<file path="config.mk">
export PLATFORM = sky130hd
export DESIGN_NAME = lane_array_fifo
export DESIGN_NICKNAME = d
export VERILOG_FILES = /design/src/rtl/lane_pkg.sv /design/src/rtl/lane_fifo_mem.sv /design/src/rtl/lane_array_fifo.sv
export SDC_FILE = /design/constraint.sdc
export NUM_CORES = 1
export LEC_CHECK = 0
export BUFFER_PORTS_ARGS = -buffer_cell sky130_fd_sc_hd__buf_4
export CAP_MARGIN = 5
export CORE_UTILIZATION = 59
export DETAILED_ROUTE_END_ITERATION = 12
export GPL_TIMING_DRIVEN = 0
export PLACE_DENSITY = 0.89
export SYNTH_ARGS = -nofsm -noshare
export SYNTH_HDL_FRONTEND = slang
export SYNTH_SLANG_ARGS = --single-unit
</file>
<file path="constraint.sdc">
create_clock -name clk -period 4.31 [get_ports clk]
set_input_delay 0.2155 -clock clk [delete_from_list [all_inputs] [get_ports clk]]
set_output_delay 0.2155 -clock clk [all_outputs]
set_load 0.03 [all_outputs]
</file>
<file path="src/rtl/lane_pkg.sv">
// Shared defaults and helpers for the lane array FIFO.
package lane_pkg;

    localparam int LANES_DEF = 4;
    localparam int WIDTH_DEF = 8;
    localparam int DEPTH_DEF = 4;

    typedef logic [WIDTH_DEF-1:0] lane_word_t;

    // Pointer width: index bits plus one wrap bit.
    function automatic int ptr_w(input int depth);
        return $clog2(depth) + 1;
    endfunction

endpackage

</file>
<file path="src/rtl/lane_fifo_mem.sv">
// DEPTH x LANES x WIDTH storage; one synchronous write port, one async read port, no reset.
module lane_fifo_mem
    import lane_pkg::*;
#(
    parameter int LANES = LANES_DEF,
    parameter int WIDTH = WIDTH_DEF,
    parameter int DEPTH = DEPTH_DEF
) (
    input  logic                       clk,
    input  logic                       we,
    input  logic [$clog2(DEPTH)-1:0]   waddr,
    input  logic [WIDTH-1:0]           wdata [LANES],
    input  logic [$clog2(DEPTH)-1:0]   raddr,
    output logic [WIDTH-1:0]           rdata [LANES]
);

    logic [WIDTH-1:0] mem_q [DEPTH][LANES];

    always_ff @(posedge clk) begin
        if (we) begin
            for (int l = 0; l < LANES; l++) begin
                mem_q[waddr][l] <= wdata[l];
            end
        end
    end

    always_comb begin
        for (int l = 0; l < LANES; l++) begin
            rdata[l] = mem_q[raddr][l];
        end
    end

endmodule

</file>
<file path="src/rtl/lane_array_fifo.sv">
// Registered valid/ready FIFO of LANES-wide beats; pointers carry a wrap bit for full/empty.
// Optional LANE_FIFO_BYPASS_EN adds a zero-latency path from in_* to out_* when empty.
module lane_array_fifo
    import lane_pkg::*;
#(
    parameter int LANES = LANES_DEF,
    parameter int WIDTH = WIDTH_DEF,
    parameter int DEPTH = DEPTH_DEF
) (
    input  logic                         clk,
    input  logic                         rst_n,
    input  logic                         clear,
    input  logic                         in_valid,
    output logic                         in_ready,
    input  logic [WIDTH-1:0]             in_data [LANES],
    output logic                         out_valid,
    input  logic                         out_ready,
    output logic [WIDTH-1:0]             out_data [LANES],
    output logic [$clog2(DEPTH+1)-1:0]   count
);

    localparam int PW = ptr_w(DEPTH);
    localparam int AW = PW - 1;
    localparam int CW = $clog2(DEPTH + 1);

    logic [PW-1:0]    wr_ptr_q, wr_ptr_d;
    logic [PW-1:0]    rd_ptr_q, rd_ptr_d;
    logic [CW-1:0]    count_q, count_d;
    logic             empty, full;
    logic             wr_en, rd_en;
    logic [WIDTH-1:0] mem_rdata [LANES];

    assign empty    = (wr_ptr_q == rd_ptr_q);
    assign full     = (wr_ptr_q[AW-1:0] == rd_ptr_q[AW-1:0]) && (wr_ptr_q[AW] != rd_ptr_q[AW]);
    assign in_ready = !full;
    assign rd_en    = !empty && out_ready;

`ifdef LANE_FIFO_BYPASS_EN
    logic bypass;

    assign bypass    = empty && in_valid;
    assign out_valid = !empty || in_valid;
    // A bypassed beat that the consumer takes immediately never enters storage.
    assign wr_en     = in_valid && !full && !(bypass && out_ready);

    always_comb begin
        for (int l = 0; l < LANES; l++) begin
            out_data[l] = bypass ? in_data[l] : mem_rdata[l];
        end
    end
`else
    assign out_valid = !empty;
    assign wr_en     = in_valid && !full;

    always_comb begin
        for (int l = 0; l < LANES; l++) begin
            out_data[l] = mem_rdata[l];
        end
    end
`endif

    always_comb begin
        wr_ptr_d = wr_ptr_q;
        rd_ptr_d = rd_ptr_q;
        count_d  = count_q;
        if (clear) begin
            wr_ptr_d = '0;
            rd_ptr_d = '0;
            count_d  = '0;
        end else begin
            if (wr_en) wr_ptr_d = wr_ptr_q + PW'(1);
            if (rd_en) rd_ptr_d = rd_ptr_q + PW'(1);
            if (wr_en && !rd_en)      count_d = count_q + CW'(1);
            else if (!wr_en && rd_en) count_d = count_q - CW'(1);
        end
    end

    always_ff @(posedge clk or negedge rst_n) begin
        if (!rst_n) begin
            wr_ptr_q <= '0;
            rd_ptr_q <= '0;
            count_q  <= '0;
        end else begin
            wr_ptr_q <= wr_ptr_d;
            rd_ptr_q <= rd_ptr_d;
            count_q  <= count_d;
        end
    end

    assign count = count_q;

    lane_fifo_mem #(
        .LANES (LANES),
        .WIDTH (WIDTH),
        .DEPTH (DEPTH)
    ) u_mem (
        .clk   (clk),
        .we    (wr_en && !clear),
        .waddr (wr_ptr_q[AW-1:0]),
        .wdata (in_data),
        .raddr (rd_ptr_q[AW-1:0]),
        .rdata (mem_rdata)
    );

endmodule

</file>
After elaboration in Yosys (flattened, before gate mapping):

Memory sizes are Yosys's and may differ from the RTL's.
Cells that the tools add are included.

* add/subtract/negate cells: 4
* equality and inequality tests: 3
* multiplexer cells: 9
* reduce and logical (&&, ||, !) cells: 14

Operator list (number)
* 3-bit 2-to-1 mux: 7
* 3-bit by 1-bit adder with 3-bit output (second input constant): 3
* 1-bit logical AND: 6
* 1-bit zero test: 5
* 2-bit nonzero test: 2
* 3-bit equality test: 1
* 3-bit nonzero test: 1
* 3-bit by 1-bit subtractor with 3-bit output (second input constant): 1
* 2-bit equality test: 1
* 1-bit 2-to-1 mux: 2
* 1-bit inequality test: 1

* bits in registers: 9
* memory bits (writable): 128
* output and inout port bits: 37
* logic and storage cells: 34
* memories kept: 1

Memory list
* u_mem.mem_q: depth 4, width 32, rd ports 1, clocked after memory_dff 0, write ports 1, RTL line lane_fifo_mem.sv:17 `logic [WIDTH-1:0] mem_q [DEPTH][LANES];`

Longest topological paths before layout:

Gate-level depths: netlist of run 1.

* word-level depth: 9
* depth in mapped cells: 11
* gate-level depth less buffers: 9

Hierarchy:

A second synthesis of run 1 with hierarchy kept.

* cell total of the unflattened synthesis: 240
* area total of the unflattened synthesis: 5315.1 um^2

Modules (own cells, without submodules)
* lane_fifo_mem: times used 1, cells each 171, area each 4689.5 um^2, sequential area each 3843.7 um^2
* lane_array_fifo: times used 1, cells each 69, area each 625.6 um^2, sequential area each 225.2 um^2

Worst setup path after synthesis of run 1:

No wires, ideal clock.

* kind: flip-flop to flip-flop
* start point: register rd_ptr_q[0]
* end point: memory u_mem.mem_q[0][0] in the netlist's numbering (enable)
* arrival: 2.152 ns
* slack: 1.766 ns
* cell stages (with the launch flop): 7
* cells stage by stage: dfrtp_1 -> buf_6 -> xnor2_2 -> nand3_1 -> nand2_1 -> nor2_1 -> and2_1

* longest elaborated chain between the ends: 7

RTL lines
* start: declaration: RTL line lane_array_fifo.sv:27 `logic [PW-1:0] rd_ptr_q, rd_ptr_d;`
* start signal: assignment: RTL line lane_array_fifo.sv:85 `rd_ptr_q <= rd_ptr_d;`
* 2-bit equality test: RTL line lane_array_fifo.sv:34 `assign full = (wr_ptr_q[AW-1:0] == rd_ptr_q[AW-1:0]) && (wr_ptr_q[AW] != rd_ptr_q[AW]);`
* 1-bit logical AND: RTL line lane_array_fifo.sv:34
* 1-bit zero test
* net in_ready: RTL line lane_array_fifo.sv:14 `output logic in_ready,`
* 1-bit logical AND: RTL line lane_array_fifo.sv:53 `assign wr_en = in_valid && !full;`
* 1-bit logical AND: RTL line lane_array_fifo.sv:98 `.we (wr_en && !clear),`
* 1-bit 2-to-1 mux: RTL line lane_fifo_mem.sv:20 `if (we) begin`
* 1-bit 2-to-1 mux (not written as such): RTL line lane_fifo_mem.sv:22 `mem_q[waddr][l] <= wdata[l];`
* end: declaration: RTL line lane_fifo_mem.sv:17

The timed path passes the listed nets, and every way through them passes these cells.

Worst setup path after layout of run 1:

* start point: register rd_ptr_q[1]
* end point: register count_q[1], in the netlist count[1]

* longest elaborated chain between the ends: 7
* elaborated cells on any way between the ends: 14
* those cells by class: eq/ne: 2; mux: 2; reduce/logical: 10

RTL lines
* 3-bit equality test / 2-bit equality test (equally long branches): RTL line lane_array_fifo.sv:33, lane_array_fifo.sv:34
* 1-bit zero test / 1-bit logical AND (equally long branches): RTL line lane_array_fifo.sv:36, lane_array_fifo.sv:34
* 1-bit logical AND / 1-bit zero test (equally long branches): RTL line lane_array_fifo.sv:36, lane_array_fifo.sv:53
* 1-bit zero test / 1-bit logical AND (equally long branches): RTL line lane_array_fifo.sv:73, lane_array_fifo.sv:53
* 1-bit logical AND / 1-bit zero test (equally long branches): RTL line lane_array_fifo.sv:73, lane_array_fifo.sv:74
* 3-bit 2-to-1 mux / 1-bit logical AND (equally long branches): RTL line lane_array_fifo.sv:73, lane_array_fifo.sv:74
* 3-bit 2-to-1 mux / 3-bit nonzero test (equally long branches)
* end signal: assignment: RTL line lane_array_fifo.sv:86 `count_q <= count_d;`
* end: declaration: RTL line lane_array_fifo.sv:28 `logic [CW-1:0] count_q, count_d;`

Several ways; a longest one is shown, not always the timed one.
A chain may end at the register's enable or synchronous reset.

==> flow_metrics.env, run 1 <==
export IMPL_ys_types=30
export IMPL_vias=2787
export IMPL_fin_setup_tns_ns=0
export IMPL_startpoint="rd_ptr_q[1]$_DFFE_PN0P_"
export IMPL_via_per_inst=5.642
export IMPL_cts_hold_buf=33
export IMPL_worst_slew_pin_slew_ns=0.8935
export IMPL_drtIter0Drc=158
export IMPL_overflow=0
export IMPL_antenna_found_initial=0
export IMPL_synth_seq_cells=137
export IMPL_ios=74
export IMPL_post_drt_wl_per_cell_um=20.89
export IMPL_grt_pass1_vias=2926
export IMPL_crit_family="simple AND/OR/NAND/NOR gates"
export IMPL_clk_path_buf_depth=2
export IMPL_clock_fmax_mhz=382.6
export IMPL_cts_setup_buffers=0
export IMPL_endpoint="count[1]$_DFFE_PN0P_"
export IMPL_crit_chain="buf_4 > xnor2_2 > and2_4 > buf_6 > mux2i_1 > and2_1 > fa_1 > nand2_1 > o21ai_0 > o221ai_1 > and3_1"
export IMPL_cts_resized=0
export IMPL_crit_fanout=7
export IMPL_status="finished, final reports clean"
export IMPL_r2r_start="rd_ptr_q[1]$_DFFE_PN0P_"
export IMPL_clock_sinks=137
export IMPL_r2r_end="count[1]$_DFFE_PN0P_"
export IMPL_hpwl_mm=5.653
export IMPL_maxCapViolCount=0
export IMPL_clk_latency_ns=0.52
export IMPL_synthToLayoutAreaGrowth_pct=29.58
export IMPL_fill_cells=414
export IMPL_avgSynthCellArea_um2=21.40
export IMPL_layout_commonest_cell="edfxtp_1"
export IMPL_route_detailed_drc=0
export IMPL_dr_pass1_iters=4
export IMPL_p_leak_nw=2.474
export IMPL_yosysWarnings=0
export IMPL_critPathKind="flip-flop to flip-flop"
export IMPL_synthCells=249
export IMPL_grt_first_pass_wirelength_mm=16.03
export IMPL_die_h_um=97.04
export IMPL_max_slew_margin_rel=0.4043
export IMPL_coreArea_mm2=0.008721
export IMPL_power_density_mw_per_mm2=541.5
export IMPL_wl_met1_mm=3.887
export IMPL_initial_core_util=0.6110
export IMPL_ant_nets=0
export IMPL_cts_root_buf="clkbuf_8"
export IMPL_stdcell_area_mm2=0.006905
export IMPL_multiInputGateArea_mm2=0.001174
export IMPL_final_cell_mix="edfxtp_1, buf_4, dlygate4sd3_1, mux4_2, clkbuf_16"
export IMPL_maxSlewViolCount=0
export IMPL_cp_start_kind="flip-flop"
export IMPL_antennaDiodeCount=0
export IMPL_drive_above_1_share=0.3860
export IMPL_nets=416
export IMPL_cts_buffers=17
export IMPL_wl_met2_mm=5.794
export IMPL_p_total_w=0.003740
export IMPL_ir_worst_vdd_mv=0.3226
export IMPL_cp_num_buf_inv=2
export IMPL_reg2reg_slack_ns=1.70
export IMPL_critPathArrivalTime_ns=3.06
export IMPL_grt_setup_unrepaired="no"
export IMPL_cpMaxStageDelayCell="fa_1"
export IMPL_min_period_ns=2.613
export IMPL_regArea_mm2=0.004069
export IMPL_cp_slowest_stage_delay_ns=0.47
export IMPL_required_ns=4.76
export IMPL_wirelength_mm=10.32
export IMPL_grt_max_degree=33
export IMPL_synth_seq_area_share=0.7636
export IMPL_finalHoldViolations=0
export IMPL_rr_worst_depth=11
export IMPL_cts_htree_levels=4
export IMPL_rows=34
export IMPL_top_layer="met4"
export IMPL_min_period_over_period=0.6064
export IMPL_synth_nets=292
export IMPL_syn_area_mm2=0.005329
export IMPL_end_kind="flip-flop"
export IMPL_met3_length_um=502
export IMPL_grt_util_all_layers=0.2398
export IMPL_cts_tree="yes"
export IMPL_die_area_mm2=0.009416
export IMPL_gp_congestion=0.8717
export IMPL_placed_area_mm2=0.006010
export IMPL_hold_class="input pin to async pin"
export IMPL_fin_worst_skew_ns=0.01603
export IMPL_setup_viol=0
export IMPL_clk_pin_slew_worst_paths_ns=0.06
export IMPL_port_buffers=72
export IMPL_path_depth=11
export IMPL_die_x_um=97.04
## worst min-delay path by stage
stage          slack (ns)                       to  depth (start not counted)
2_1_floorplan       -0.08     count[0]$_DFFE_PN0P_                          0
3_3_place_gp         0.05     count[1]$_DFFE_PN0P_                          1
3_5_place_dp         0.05     count[1]$_DFFE_PN0P_                          1
4_1_cts              0.04     count[1]$_DFFE_PN0P_                          2
5_1_grt              0.06  wr_ptr_q[2]$_DFFE_PN0P_                          2
6_report             0.06     count[1]$_DFFE_PN0P_                          2
## kinds of logic (layout without fill, tap and decap cells)
kind of cell / Yosys count / after routing / share of synthesized area
and+or+nand+nor: 32 / 32 / 0.02771
adders and majority gates: 6 / 6 / 0.01550
xor gates and xnor gates: 9 / 9 / 0.01761
DFF: 137 / 137 / 0.7636
muxes: 36 / 36 / 0.1430
AOI/OAI and AO/OA: 11 / 11 / 0.01550
buffers and inverters: 18 / 155 / 0.01714
## registers in the layout (all words and copies together) (netlist names)
register / count
count: 3
rd_ptr_q: 3
u_mem.mem_q: 128
wr_ptr_q: 3
## metal layers
metal | GRT usage | up-vias
li1 | - | 1260
met1 | 0.2894 | 1412
met2 | 0.4160 | 104
met3 | 0.06720 | 11
met4 | 0.08381 | 0
met5 | 0 | -
## final cells by class
| type | count | area share |
|---|---|---|
| buffer | 12 | 0.009966 |
| clock buffer | 17 | 0.05997 |
| clock inverter | 15 | 0.02192 |
| inverter | 6 | 0.003261 |
| multi-input combinational | 94 | 0.1700 |
| sequential | 137 | 0.5892 |
| tap | 108 | 0.01957 |
| timing repair buffer | 105 | 0.1261 |
## synthesized netlist by cell type
cell type,count,share of area
and2_4,1,0.0016
a31oi_1,1,0.0012
mux2_1,1,0.0021
o221ai_1,3,0.0049
nor2b_1,1,0.0012
nand4_1,1,0.0012
nand2_1,7,0.0049
inv_1,6,0.0042
nand3_1,2,0.0019
mux4_2,32,0.14
edfxtp_1,128,0.72
clkbuf_1,5,0.0035
xnor2_1,4,0.0066
a211o_1,1,0.0016
fa_1,1,0.0038
o22a_1,1,0.0016
xnor2_2,2,0.0061
a32oi_1,1,0.0016
dfrtp_1,9,0.042
o2111ai_1,1,0.0016
nor2_1,14,0.0099
buf_2,4,0.0038
ha_1,5,0.012
buf_6,2,0.0042
xor2_1,3,0.0049
and2_1,5,0.0059
o21ai_0,3,0.0028
mux2i_1,3,0.0056
and3_1,1,0.0012
buf_4,1,0.0014
## power by group
part,switching [W],leakage (nW),internal [W]
sequential,0.0000227,1.28,0.00151
clock,0.000594,0.277,0.000787
combinational,0.000455,0.913,0.000371
total,0.00107,2.47,0.00267
## per-stage QoR
| stage | hold WS (ns) | util | worst slack, ns | std cells |
|---|---|---|---|---|
| final | 0.06277 | 0.7918 | 1.697 | 494 |
| after global routing | 0.06412 | 0.7918 | 1.510 | 494 |
| after CTS | 0.04210 | 0.7918 | 1.688 | 494 |
| after detailed placement | 0.04590 | 0.6891 | 1.717 | 429 |
| after global placement | 0.04674 | 0.6885 | 1.393 | 429 |
| after floorplan | -0.08009 | - | 1.766 | 249 |
## worst register-to-register path, stage by stage, from the launching register on
cell and delay (ns):
dfrtp_1 0.39, buf_4 0.18, xnor2_2 0.24, and2_4 0.19, buf_6 0.11, mux2i_1 0.24
and2_1 0.18, fa_1 0.47, nand2_1 0.09, o21ai_0 0.09, o221ai_1 0.21, and3_1 0.17
Power figures use the tool's default switching activity.
==> run 2, diff against run 1 <==
- ABC_AREA: unset -> 1
- CORE_UTILIZATION: 59 -> 57
- PLACE_DENSITY: 0.89 -> 0.86
- clock period: 4.31 -> 2.6 ns (I/O delays scaled with it)
==> run 2 against run 1 <==
  * Core utilization grew 1.1 points
  * Area after synthesis rose by 0.31%
  * Sequential power rose by 66%
  * Total power increased by 71%
  * Sequential cell count stayed put
  * Cell area rose by 3.4%
  * Hold slack improved by 0.29 ns
  * Wire length increased by 32%
  * Global-route usage grew 5.9 points
  * Clock skew is 0.011 ns lower
  * Largest power group unchanged
==> flow_metrics.env, run 2 <==
export IMPL_setup_viol=0
export IMPL_cts_setup_buffers=0
export IMPL_coreArea_mm2=0.008891
export IMPL_maxCapViolCount=0
export IMPL_grt_setup_unrepaired="no"
export IMPL_synth_edf_count=128
export IMPL_hp_start="in_data[4]"
export IMPL_ir_worst_vdd_mv=0.6623
export IMPL_post_drt_wl_per_cell_um=20.95
export IMPL_synth_seq_area_share=0.7612
export IMPL_grt_first_pass_wirelength_mm=21.39
export IMPL_cts_htree_levels=4
export IMPL_power_density_mw_per_mm2=893.9
export IMPL_overflow=0
export IMPL_route_detailed_drc=0
export IMPL_synth_top_area_cell="edfxtp_1"
export IMPL_synth_nets=438
export IMPL_clock_fmax_mhz=402.5
export IMPL_setup_ws_ns=0.1156
export IMPL_final_cell_mix="edfxtp_1, buf_4, o21ai_0, nor2_1, dlygate4sd3_1"
export IMPL_r2r_start="rd_ptr_q[1]$_DFFE_PN0P_"
export IMPL_clk_latency_ns=0.52
export IMPL_clk_path_buf_depth=2
export IMPL_cts_root_buf="clkbuf_8"
export IMPL_clk_pin_slew_worst_paths_ns=0.06
export IMPL_crit_fanout=10
export IMPL_hold_class="input pin to flip-flop"
export IMPL_multiInputGateArea_mm2=0.001159
export IMPL_place_ws_ns=0.3608
export IMPL_die_x_um=98.84
export IMPL_end_kind="primary output"
export IMPL_rows=34
export IMPL_drtIter0Drc=372
export IMPL_p_leak_nw=2.646
export IMPL_ant_nets=0
export IMPL_yosysWarnings=0
export IMPL_grt_util_all_layers=0.2988
export IMPL_die_area_mm2=0.009768
export IMPL_cts_buffers=17
export IMPL_port_buffers=73
export IMPL_critPathArrivalTime_ns=2.35
export IMPL_synth_area_leaders="edfxtp_1, o21ai_0, nor2_1"
export IMPL_dp_cells=580
export IMPL_min_period_over_period=0.9555
export IMPL_worst_slew_pin_slew_ns=0.5733
export IMPL_clock_sinks=137
export IMPL_antenna_found_initial=0
export IMPL_critPathKind="flip-flop to primary output"
export IMPL_fin_worst_skew_ns=0.004929
export IMPL_regArea_mm2=0.004069
export IMPL_wirelength_mm=13.62
export IMPL_grt_max_degree=28
export IMPL_hpwl_mm=7.105
export IMPL_synth_common_cells="edfxtp_1, nor2_1, o21ai_0"
export IMPL_max_slew_margin_rel=0.6178
export IMPL_largest_reg_flops=128
export IMPL_dr_pass1_iters=8
export IMPL_die_h_um=98.84
export IMPL_synth_top_area_frac=0.7191
export IMPL_startpoint="rd_ptr_q[0]$_DFFE_PN0P_"
export IMPL_avgSynthCellArea_um2=13.53
export IMPL_fin_setup_tns_ns=0
export IMPL_antennaDiodeCount=0
export IMPL_finalHoldViolations=0
export IMPL_synthCells=395
export IMPL_cp_start_kind="flip-flop"
export IMPL_syn_area_mm2=0.005345
export IMPL_grt_pass1_vias=3988
export IMPL_synth_most_common_cell="edfxtp_1"
export IMPL_instances_no_fill=650
export IMPL_fill_cells=418
export IMPL_initial_core_util=0.6012
export IMPL_vias=3952
export IMPL_drive_above_1_share=0.2380
export IMPL_cts_resized=0
export IMPL_layout_commonest_cell="edfxtp_1"
export IMPL_via_per_inst=6.080
export IMPL_nets=572
export IMPL_synthArstFlopShare=0.06569
export IMPL_synth_seq_cells=137
export IMPL_min_period_ns=2.484
export IMPL_ys_types=22
export IMPL_synthToLayoutAreaGrowth_pct=33.52
export IMPL_synth_top_flop_cell="edfxtp_1"
export IMPL_largest_register="u_mem.mem_q"
export IMPL_status="finished, final reports clean"
export IMPL_cts_tree="yes"
export IMPL_required_ns=2.47
export IMPL_maxSlewViolCount=0
export IMPL_ios=74
export IMPL_gp_congestion=0.7709
==> run 2: logic make-up after synthesis <==
| logic type | count (synthesis) | share of synthesized area |
|---|---|---|
| flops | 137 | 0.7612 |
| compound gates | 108 | 0.1105 |
| simple gates | 106 | 0.08521 |
| buf+inv | 38 | 0.02762 |
| fa+ha+maj | 6 | 0.01545 |
==> run 2: routing by layer <==
layer | GRT usage | up-vias | part of all wire
met5 | 0 | - | 0
met4 | 0.1447 | 0 | 0.032
met3 | 0.06099 | 44 | 0.087
met2 | 0.4852 | 285 | 0.50
met1 | 0.3902 | 1904 | 0.38
li1 | - | 1719 | -
==> run 2: final timing paths <==
path	end	slack, ns	cells past startpoint
worst max-delay path	out_data[6]	0.12	6
worst min-delay path	u_mem.mem_q[0][4]$_DFFE_PP_	0.36	2
worst max register to register	u_mem.mem_q[3][7]$_DFFE_PP_	0.31	9
worst min register to register	count[1]$_DFFE_PN0P_	0.54	2
max in group asynchronous	wr_ptr_q[1]$_DFFE_PN0P_	1.64	3
min in group asynchronous	wr_ptr_q[0]$_DFFE_PN0P_	0.65	3
==> run 2: what timing repair did <==
action,CTS,global route
setup endpoints to repair,0,0
hold endpoints to repair,142,0
hold buffers,38,0
==> run 2: final cells by class <==
cell class | instances | area share
tap | 108 | 0.01893
buffer | 20 | 0.01087
clock buffer | 18 | 0.05856
multi-input combinational | 220 | 0.1623
timing repair buffer | 115 | 0.1424
inverter | 18 | 0.009818
sequential | 137 | 0.5701
clock inverter | 14 | 0.02700
==> run 2: critical path, stage by stage, from the launching register on <==
cell      delay [ns]
dfrtp_1         0.42
inv_2           0.10
buf_2           0.23
clkbuf_1        0.43
o21ai_0         0.20
o22ai_1         0.25
buf_4           0.21
==> run 2: power by group <==
part / switching [W] / internal [W]
logic: 0.000896 / 0.000454
registers: 0.0000437 / 0.00250
clock network: 0.000927 / 0.00156
total: 0.00187 / 0.00451
==> run 2: through the flow <==
stage | power, W | hold WS, ns | area (um^2) | util
2_1_floorplan | 0.003334 | -0.1656 | 5348 | -
3_3_place_gp | 0.003772 | -0.04310 | 6031 | 0.6783
3_5_place_dp | 0.003828 | -0.04259 | 6146 | 0.6912
4_1_cts | 0.006350 | 0.3396 | 7137 | 0.8027
5_1_grt | 0.006577 | 0.3429 | 7137 | 0.8027
6_report | 0.006380 | 0.3554 | 7137 | 0.8027
